`src/rtl/hsv_ui_pkg.sv`:
```
// Mode codes shared by the front-panel sequencer and the HSV value generator.
// Codes 7..15 are never produced by either side.
package hsv_ui_pkg;
    localparam int SOST_W = 4;

    typedef logic [SOST_W-1:0] sost_t;

    localparam sost_t SOST_FIXED  = 4'd0;
    localparam sost_t SOST_STEP60 = 4'd1;
    localparam sost_t SOST_SWEEP  = 4'd2;
    localparam sost_t SOST_ADJ_H  = 4'd3;
    localparam sost_t SOST_ADJ_S  = 4'd4;
    localparam sost_t SOST_ADJ_V  = 4'd5;
    localparam sost_t SOST_HOLD   = 4'd6;
    localparam sost_t SOST_LAST   = 4'd6;

    // Manual stepping walks every mode and wraps after hold.
    function automatic sost_t next_manual(input sost_t s);
        return (s >= SOST_LAST) ? SOST_FIXED : sost_t'(s + 1'b1);
    endfunction

    // Auto-demo only cycles the three automatic hue modes.
    function automatic sost_t next_auto(input sost_t s);
        return (s >= SOST_SWEEP) ? SOST_FIXED : sost_t'(s + 1'b1);
    endfunction
endpackage

```
`src/rtl/btn_debounce.sv`:
```
// Two-flop synchroniser plus stable-count debouncer for one raw push-button.
// rise/fall are registered pulses aligned with the cycle the level changes.
module btn_debounce #(
    parameter int DEBOUNCE_CYCLES = 1_000_000
) (
    input  logic clk,
    input  logic reset,
    input  logic din,
    output logic level,
    output logic rise,
    output logic fall
);
    localparam int CNT_W = $clog2(DEBOUNCE_CYCLES + 1);

    logic             sync1;
    logic             sync2;
    logic [CNT_W-1:0] cnt;
    logic             flip;

    // The edge that would bring the count to DEBOUNCE_CYCLES flips the level instead.
    assign flip = (sync2 != level) && (cnt == CNT_W'(DEBOUNCE_CYCLES - 1));

    always_ff @(posedge clk or posedge reset) begin
        if (reset) begin
            sync1 <= 1'b0;
            sync2 <= 1'b0;
            cnt   <= '0;
            level <= 1'b0;
            rise  <= 1'b0;
            fall  <= 1'b0;
        end else begin
            sync1 <= din;
            sync2 <= sync1;
            rise  <= flip && !level;
            fall  <= flip && level;
            if (flip) begin
                level <= ~level;
                cnt   <= '0;
            end else if (sync2 != level) begin
                cnt <= cnt + 1'b1;
            end else begin
                cnt <= '0;
            end
        end
    end
endmodule

```
`src/rtl/hsv_mode_sequencer.sv`:
```
// Front-panel mode controller: short/long btn1 presses and optional auto-demo
// step the sost mode code; btn2 is passed through only in the adjust modes.
module hsv_mode_sequencer
    import hsv_ui_pkg::*;
#(
    parameter int DEBOUNCE_CYCLES = 1_000_000,
    parameter int HOLD_CYCLES     = 50_000_000,
    parameter int AUTO_DWELL      = 500_000_000
) (
    input  logic              clk,
    input  logic              reset,
    input  logic              btn1,
    input  logic              btn2,
    input  logic [3:0]        sw,
    output logic [SOST_W-1:0] sost,
    output logic              btn2_out,
    output logic              mode_changed
);
    localparam int HOLD_W  = $clog2(HOLD_CYCLES + 1);
    localparam int DWELL_W = $clog2(AUTO_DWELL + 1);

    logic               b1_level, b1_rise, b1_fall;
    logic               b2_level;
    logic               unused_b2_rise, unused_b2_fall, unused_sw;
    logic [HOLD_W-1:0]  hold_cnt;
    logic               long_press;
    logic [DWELL_W-1:0] dwell;
    logic               long_hit, short_hit, auto_active, auto_hit;
    sost_t              sost_next;

    btn_debounce #(.DEBOUNCE_CYCLES(DEBOUNCE_CYCLES)) u_deb1 (
        .clk   (clk),
        .reset (reset),
        .din   (btn1),
        .level (b1_level),
        .rise  (b1_rise),
        .fall  (b1_fall)
    );

    btn_debounce #(.DEBOUNCE_CYCLES(DEBOUNCE_CYCLES)) u_deb2 (
        .clk   (clk),
        .reset (reset),
        .din   (btn2),
        .level (b2_level),
        .rise  (unused_b2_rise),
        .fall  (unused_b2_fall)
    );

    // btn2 edges and the remaining switch bits have no consumer in this block.
    assign unused_sw = ^{sw[3:2], sw[0]};

    assign long_hit    = b1_level && !b1_rise && !long_press
                         && (hold_cnt == HOLD_W'(HOLD_CYCLES - 1));
    assign short_hit   = b1_fall && !long_press;
    assign auto_active = sw[1] && (sost <= SOST_SWEEP);
    assign auto_hit    = auto_active && (dwell == DWELL_W'(AUTO_DWELL - 1));

    // Press tracker: hold_cnt counts cycles of debounced-high including the rise cycle.
    always_ff @(posedge clk or posedge reset) begin
        if (reset) begin
            hold_cnt   <= '0;
            long_press <= 1'b0;
        end else if (b1_rise) begin
            hold_cnt   <= HOLD_W'(1);
            long_press <= 1'b0;
        end else if (b1_level && (hold_cnt != HOLD_W'(HOLD_CYCLES))) begin
            hold_cnt <= hold_cnt + 1'b1;
            if (long_hit)
                long_press <= 1'b1;
        end
    end

    always_ff @(posedge clk or posedge reset) begin
        if (reset)
            dwell <= '0;
        else if (!auto_active || auto_hit || b1_rise || b1_fall || (sost_next != sost))
            dwell <= '0;
        else
            dwell <= dwell + 1'b1;
    end

    always_ff @(posedge clk or posedge reset) begin
        if (reset) begin
            sost         <= SOST_FIXED;
            mode_changed <= 1'b0;
        end else begin
            sost         <= sost_next;
            mode_changed <= (sost_next != sost);
        end
    end

    // Long press outranks short press, which outranks the auto step.
    always_comb begin
        sost_next = sost;
        if (long_hit)
            sost_next = SOST_FIXED;
        else if (short_hit)
            sost_next = next_manual(sost);
        else if (auto_hit)
            sost_next = next_auto(sost);
    end

    always_comb begin
        btn2_out = b2_level && (sost >= SOST_ADJ_H) && (sost <= SOST_ADJ_V);
    end
endmodule

```
`config.mk`:
```
export PLATFORM = sky130hd
export DESIGN_NAME = hsv_mode_sequencer
export DESIGN_NICKNAME = d
export VERILOG_FILES = /design/src/rtl/hsv_ui_pkg.sv /design/src/rtl/btn_debounce.sv /design/src/rtl/hsv_mode_sequencer.sv
export SDC_FILE = /design/constraint.sdc
export NUM_CORES = 1
export LEC_CHECK = 0
export BUFFER_PORTS_ARGS = -buffer_cell sky130_fd_sc_hd__buf_2
export CAP_MARGIN = 20
export CORE_UTILIZATION = 45
export DETAILED_ROUTE_END_ITERATION = 10
export SETUP_SLACK_MARGIN = 0.05
export SLEW_MARGIN = 25
export SYNTH_ARGS = -nofsm -noshare
export SYNTH_HDL_FRONTEND = slang
export SYNTH_SLANG_ARGS = --single-unit
```
`constraint.sdc`:
```
create_clock -name clk -period 3.15 [get_ports clk]
set_input_delay 0.4725 -clock clk [delete_from_list [all_inputs] [get_ports clk]]
set_output_delay 0.4725 -clock clk [all_outputs]
set_load 0.02 [all_outputs]
```
======== Word level (Yosys, flattened, before mapping) ========
Index checks and enable logic that the tools add are counted.
storage, ports and cells
  register bits ........................... 109
  bits of input ports ..................... 8
cells by class
  add/sub/neg operators ................... 5
  magnitude comparators ................... 5
  equal/unequal tests ..................... 8
  mux-type cells .......................... 15
  bitwise operators ....................... 2
  reduce and logical (&&, ||, !) cells .... 24
operator list
  cell                                                                                 number
  20-bit two-way mux                                                                   4
  26-bit two-way mux                                                                   2
  20-bit by 1-bit adder with 20-bit output, second input constant                      2
  20-bit equality test, second input constant                                          2
  29-bit by 1-bit adder with 29-bit output, second input constant                      1
  29-bit equality test, second input constant                                          1
  29-bit two-way mux                                                                   1
  26-bit by 1-bit adder with 26-bit output, second input constant                      1
  26-bit equality test, second input constant                                          1
  26-bit != test, second input constant                                                1
  4-bit two-way mux                                                                    5
  1-bit logical AND                                                                    13
  4-bit by 2-bit greater-or-equal comparator with 1-bit output, second input constant  2
  4-bit by 1-bit adder with 4-bit output, second input constant                        1
  4-bit by 3-bit greater-or-equal comparator with 1-bit output, second input constant  1
  4-bit by 2-bit <= comparator with 1-bit output, second input constant                1
  4-bit by 3-bit <= comparator with 1-bit output, second input constant                1
  1-bit zero test                                                                      4
  1-bit logical OR                                                                     4
  4-bit != test                                                                        1
  2-bit nonzero test                                                                   2
  1-bit two-way mux                                                                    3
  1-bit != test                                                                        2
  1-bit NOT                                                                            2
  2-bit AND reduction                                                                  1

======== Logic depth before layout (Yosys ltp) ========
  word-level depth ........................ 9
  depth in mapped cells ................... 10
  mapped depth without buffers ............ 8

======== Modules after synthesis ========
Synthesis repeated with hierarchy kept, for this count alone.
second synthesis, totals
  cells, all modules ...................... 601
  area, all modules ....................... 5748.0 µm²
by module, submodules not included
  module              instances  cells each  area each (µm²)
  hsv_mode_sequencer  1          373         3440.8
  btn_debounce        2          114         1153.6

======== Worst setup path before layout ========
Ideal clock, no wire load.
  path type ............................... register to register
  start point ............................. register hold_cnt[10]
  end point ............................... register dwell[20]
  data arrival time ....................... 2.603 ns
  data required time ...................... 3.064 ns
  setup slack ............................. 0.461 ns
  cell stages (with the launch flop) ...... 9
  path buffers ............................ 2
  period minus slack after synthesis ...... 2.689 ns
  cells stage by stage .................... dfrtp_1 or4b_2 nor4_4 a21oi_1 mux2i_4 or3_1 buf_6 buf_12 nor3_1
on the way
  longest elaborated chain between the ends .. 6
RTL lines
  element                   RTL line                  source
  start: declaration        hsv_mode_sequencer.sv:25  logic [HOLD_W-1:0] hold_cnt;
  start signal: assignment  hsv_mode_sequencer.sv:67  hold_cnt <= hold_cnt + 1'b1;
  26-bit equality test      hsv_mode_sequencer.sv:53  && (hold_cnt == HOLD_W'(HOLD_CYCLES - 1));
  1-bit logical AND         hsv_mode_sequencer.sv:53
  4-bit two-way mux         hsv_mode_sequencer.sv:95  if (long_hit)
  4-bit != test             hsv_mode_sequencer.sv:76  else if (!auto_active || auto_hit || b1_rise || b1_fall || (sost_next != sost))
  1-bit logical OR          hsv_mode_sequencer.sv:76
  29-bit two-way mux        hsv_mode_sequencer.sv:76
  end signal: assignment    hsv_mode_sequencer.sv:79  dwell <= dwell + 1'b1;
  end: declaration          hsv_mode_sequencer.sv:27  logic [DWELL_W-1:0] dwell;
Every way passes these cells.
A chain may end at the register's enable or synchronous reset.

======== Final worst setup path ========
  start point ............................. register dwell[11]
  end point ............................... register dwell[18]
on the way
  longest elaborated chain between the ends .. 8
  elaborated cells between the ends (all ways) .. 12
RTL lines
  element               RTL line                  source
  29-bit equality test  hsv_mode_sequencer.sv:56  assign auto_hit = auto_active && (dwell == DWELL_W'(AUTO_DWELL - 1));
  1-bit logical AND     hsv_mode_sequencer.sv:56
  4-bit two-way mux     hsv_mode_sequencer.sv:99  else if (auto_hit)
  4-bit two-way mux     hsv_mode_sequencer.sv:97  else if (short_hit)
  4-bit two-way mux     hsv_mode_sequencer.sv:95
  4-bit != test         hsv_mode_sequencer.sv:76
  1-bit logical OR      hsv_mode_sequencer.sv:76
  29-bit two-way mux *  hsv_mode_sequencer.sv:76
Mark *: on every way between the ends. The rest lies on a longest branch, timed or not.

==> flow_summary.yaml <==
min_path:
  holdCritStartpoint: "btn1"
  hold_path.class: "input port to flop"
setup_path:
  crit_start: "dwell[11]"
  arrival_ns: 3.04
  start_kind: "flop"
  slowest_delay_ns: 0.57
  crit_buf_inv: 1
  crit_family: "simple AND/OR/NAND/NOR gates"
  cp_max_fo: 21
  cp_slowest_cell: "or4_4"
  r2r-start: "dwell[11]"
  path_class: "flop to flop"
  crit_top_cell: "or4_4"
  worstPathRequired_ns: 3.38
  crit_chain: "or4b_1 -> or4_4 -> or4_4 -> mux2i_4 -> or3_1 -> buf_4 -> nor3_1"
  cp-end-kind: "flop"
grt:
  grt_antenna_before_repair: 0
  grt_pass1_vias: 3972
  grt_max_degree: 58
  grt_pass1_wl_um: 18000
  overflow: 0
  grt.total_usage_pct: 17.5
cts:
  cts_sinks: 109
  cts_post_setup_buffers_inserted: 0
  cts_max_path_buffers: 2
  cts_buffers: 9
  clkSlewWorstSetupHoldPaths_ns: 0.07
  cts_root_buf: "clkbuf_16"
  clock_latency_ns: 0.36
  cts-htree-levels: 3
  ctsHoldBuffers: 0
  cts_resized: 0
  cts_tree: "done"
placed_design:
  place_ws_ns: 0.240
  dpl_cell_area_um2: 5740
  place.port_buffers: 10
  dp_hpwl_um: 6870
  gp_congestion: 0.804
synth:
  synth.distinct_cells: 47
  syn-mean-instance-area_um2: 9.83
  synth_seq_area_share_pct: 49.3
  post-synth-top-area-cell: "dfrtp_1"
  synth_top_area_share_pct: 49.3
  yosysWarningCount: 0
  synth_seq_cells: 109
  synth_top_cells_by_area: "dfrtp_1 49%, xor2_1 8.7%, nor2_1 5.8%"
  ys_async_sr_fraction_pct: 100
  syn_inst: 563
  synth-edff-count: 0
  dominantRegCellSynth: "dfrtp_1"
  syn_area_um2: 5530
  syn-num-nets: 580
floorplanning:
  io-pin-count: 14
  rows: 40
  core_area_um2: 12000
  start_util_pct: 46.1
  die-area_um2: 12700
  die_w_um: 113
  die_h_um: 113
route:
  final_antenna_net_count: 0
  dr.pass1.iters: 4
  drt_iter0_drc: 227
  drt-wirelength-per-cell_um: 13.8
  top_layer: "met4"
  met2_length_um: 4840
  wl_met1_um: 4800
  wl_met3_um: 297
  routed_wl_um: 10100
  via_count: 3932
  via_per_inst: 5.40
  drc: 0
pwr:
  p_seq_share_pct: 55.0
  power_frac_comb_pct: 2.7
  power.leakage_nw: 2.67
  swShare_pct: 22.5
  power_frac_clock_pct: 42.3
  p_sw_mw: 0.583
  powerDensity_nw_per_um2: 429
  vdd_drop_max_mv: 0.354
  p_int_mw: 2.00
timing:
  setup_viol: 0
  period_needed_ns: 2.80
  relSlewSlack_pct: 49.5
  worst_slack_ns: 0.346
  fin_hold_ws_ns: 0.219
  min_period_over_period_pct: 89.0
  rsz0062_at_grt: "no"
  clock.fmax_mhz: 357
  slew_violations: 0
  tightestPinTransition_ns: 0.747
  hold_viol: 0
  final.setup.tns_ns: 0
  fin_worst_skew_ns: 0.00756
job:
  drv_cap: 0
cells_and_area:
  final_area_um2: 6030
  diodes: 0
  final_nets: 593
  final_core_util_pct: 50.2
  area_delta_synth_final_pct: 8.93
  drive_gt1_share_pct: 8.43
outcome:
  status: "completed"
==> placed cells by master, fill, tap and decap left out, types with 2 or more instances in the layout <==
cell       count
nor3_1        36
nand3b_1       2
xor2_1        55
and3_2         2
nand4_1       25
or2_2          2
dfrtp_1      109
nand2_1       36
nor2b_1        3
nand3_1       34
a21oi_1       10
nor2_1        86
nand2b_1       4
buf_2         10
xnor2_1       34
nand4b_1       2
nor4b_1        6
nor4_1        11
clkbuf_16      9
or3_1          5
o22ai_1        2
and2_1         2
inv_6          3
o21ai_0        6
and4_1         5
or4_4          2
ha_1           9
a31oi_1        5
or4bb_1        2
buf_4          9
and3_1        20
inv_1         15
==> logic make-up after synthesis <==
group / after synthesis / share of synthesized area [%]
flip-flops: 109 / 49.3
multiplexers: 1 / 0.407
XOR/XNOR: 89 / 14.1
AO/OA/AOI/OAI: 28 / 3.05
buffers and inverters: 34 / 3.28
AND/OR/NAND/NOR: 293 / 27.9
adder cells (fa/ha/maj): 9 / 2.03
==> sequential cells by signal, summed over array words and instances (netlist names), 4 cells and up <==
name / flops
u_deb2.cnt: 20
hold_cnt: 26
sost: 4
u_deb1.cnt: 20
dwell: 29
==> cells in the mapped netlist (3+ instances only) <==
cell / count
nor3_1: 36
or3_1: 5
inv_1: 16
ha_1: 9
xor2_1: 55
and3_1: 20
nor2_1: 86
a21oi_1: 10
nor4b_1: 6
nand2_1: 36
o21ai_0: 6
dfrtp_1: 109
clkbuf_1: 12
a31oi_1: 5
xnor2_1: 34
and4_1: 5
nand4_1: 25
nor4_1: 11
nor2b_1: 3
nand2b_1: 4
nand3_1: 34
==> cell type report <==
class / instances / area (µm²)
fill: 1088 / 5980
sequential: 109 / 2730
multi-input combinational: 420 / 2630
clock buffer: 10 / 239
tap: 147 / 184
timing repair buffer: 20 / 138
inverter: 16 / 63.8
clock inverter: 6 / 51.3
==> final timing paths <==
kind / endpoint / slack [ns] / cells after the start
hold reg to reg: u_deb1.sync2 / 0.36 / 0
min in group asynchronous: sost[3] / 0.23 / 2
setup reg to reg: dwell[18] / 0.35 / 7
hold / removal: u_deb1.sync1 / 0.22 / 1
setup / recovery: dwell[18] / 0.35 / 7
max in group asynchronous: u_deb2.cnt[2] / 2.00 / 4
==> routing by layer <==
metal,global-route usage [%],vias up
li1,-,1969
met1,22.3,1908
met3,4.55,13
met2,28.9,42
met4,6.23,0
met5,0,-
==> metrics by stage <==
stage,power (mW),cells
final,2.58,728
after global routing,2.70,728
after CTS,2.64,728
after detailed placement,1.52,712
after global placement,1.52,712
after floorplan,1.50,563
==> power groups by stage <==
stage | Sequential [mW] | Combinational, mW | Clock [mW]
final | 1.42 | 0.0707 | 1.09
after global placement | 1.45 | 0.0732 | 0
after floorplan | 1.45 | 0.0554 | 0
after detailed placement | 1.45 | 0.0739 | 0
after global routing | 1.42 | 0.0847 | 1.20
after CTS | 1.42 | 0.0744 | 1.14
No activity file was read; power rests on OpenSTA's default activity.
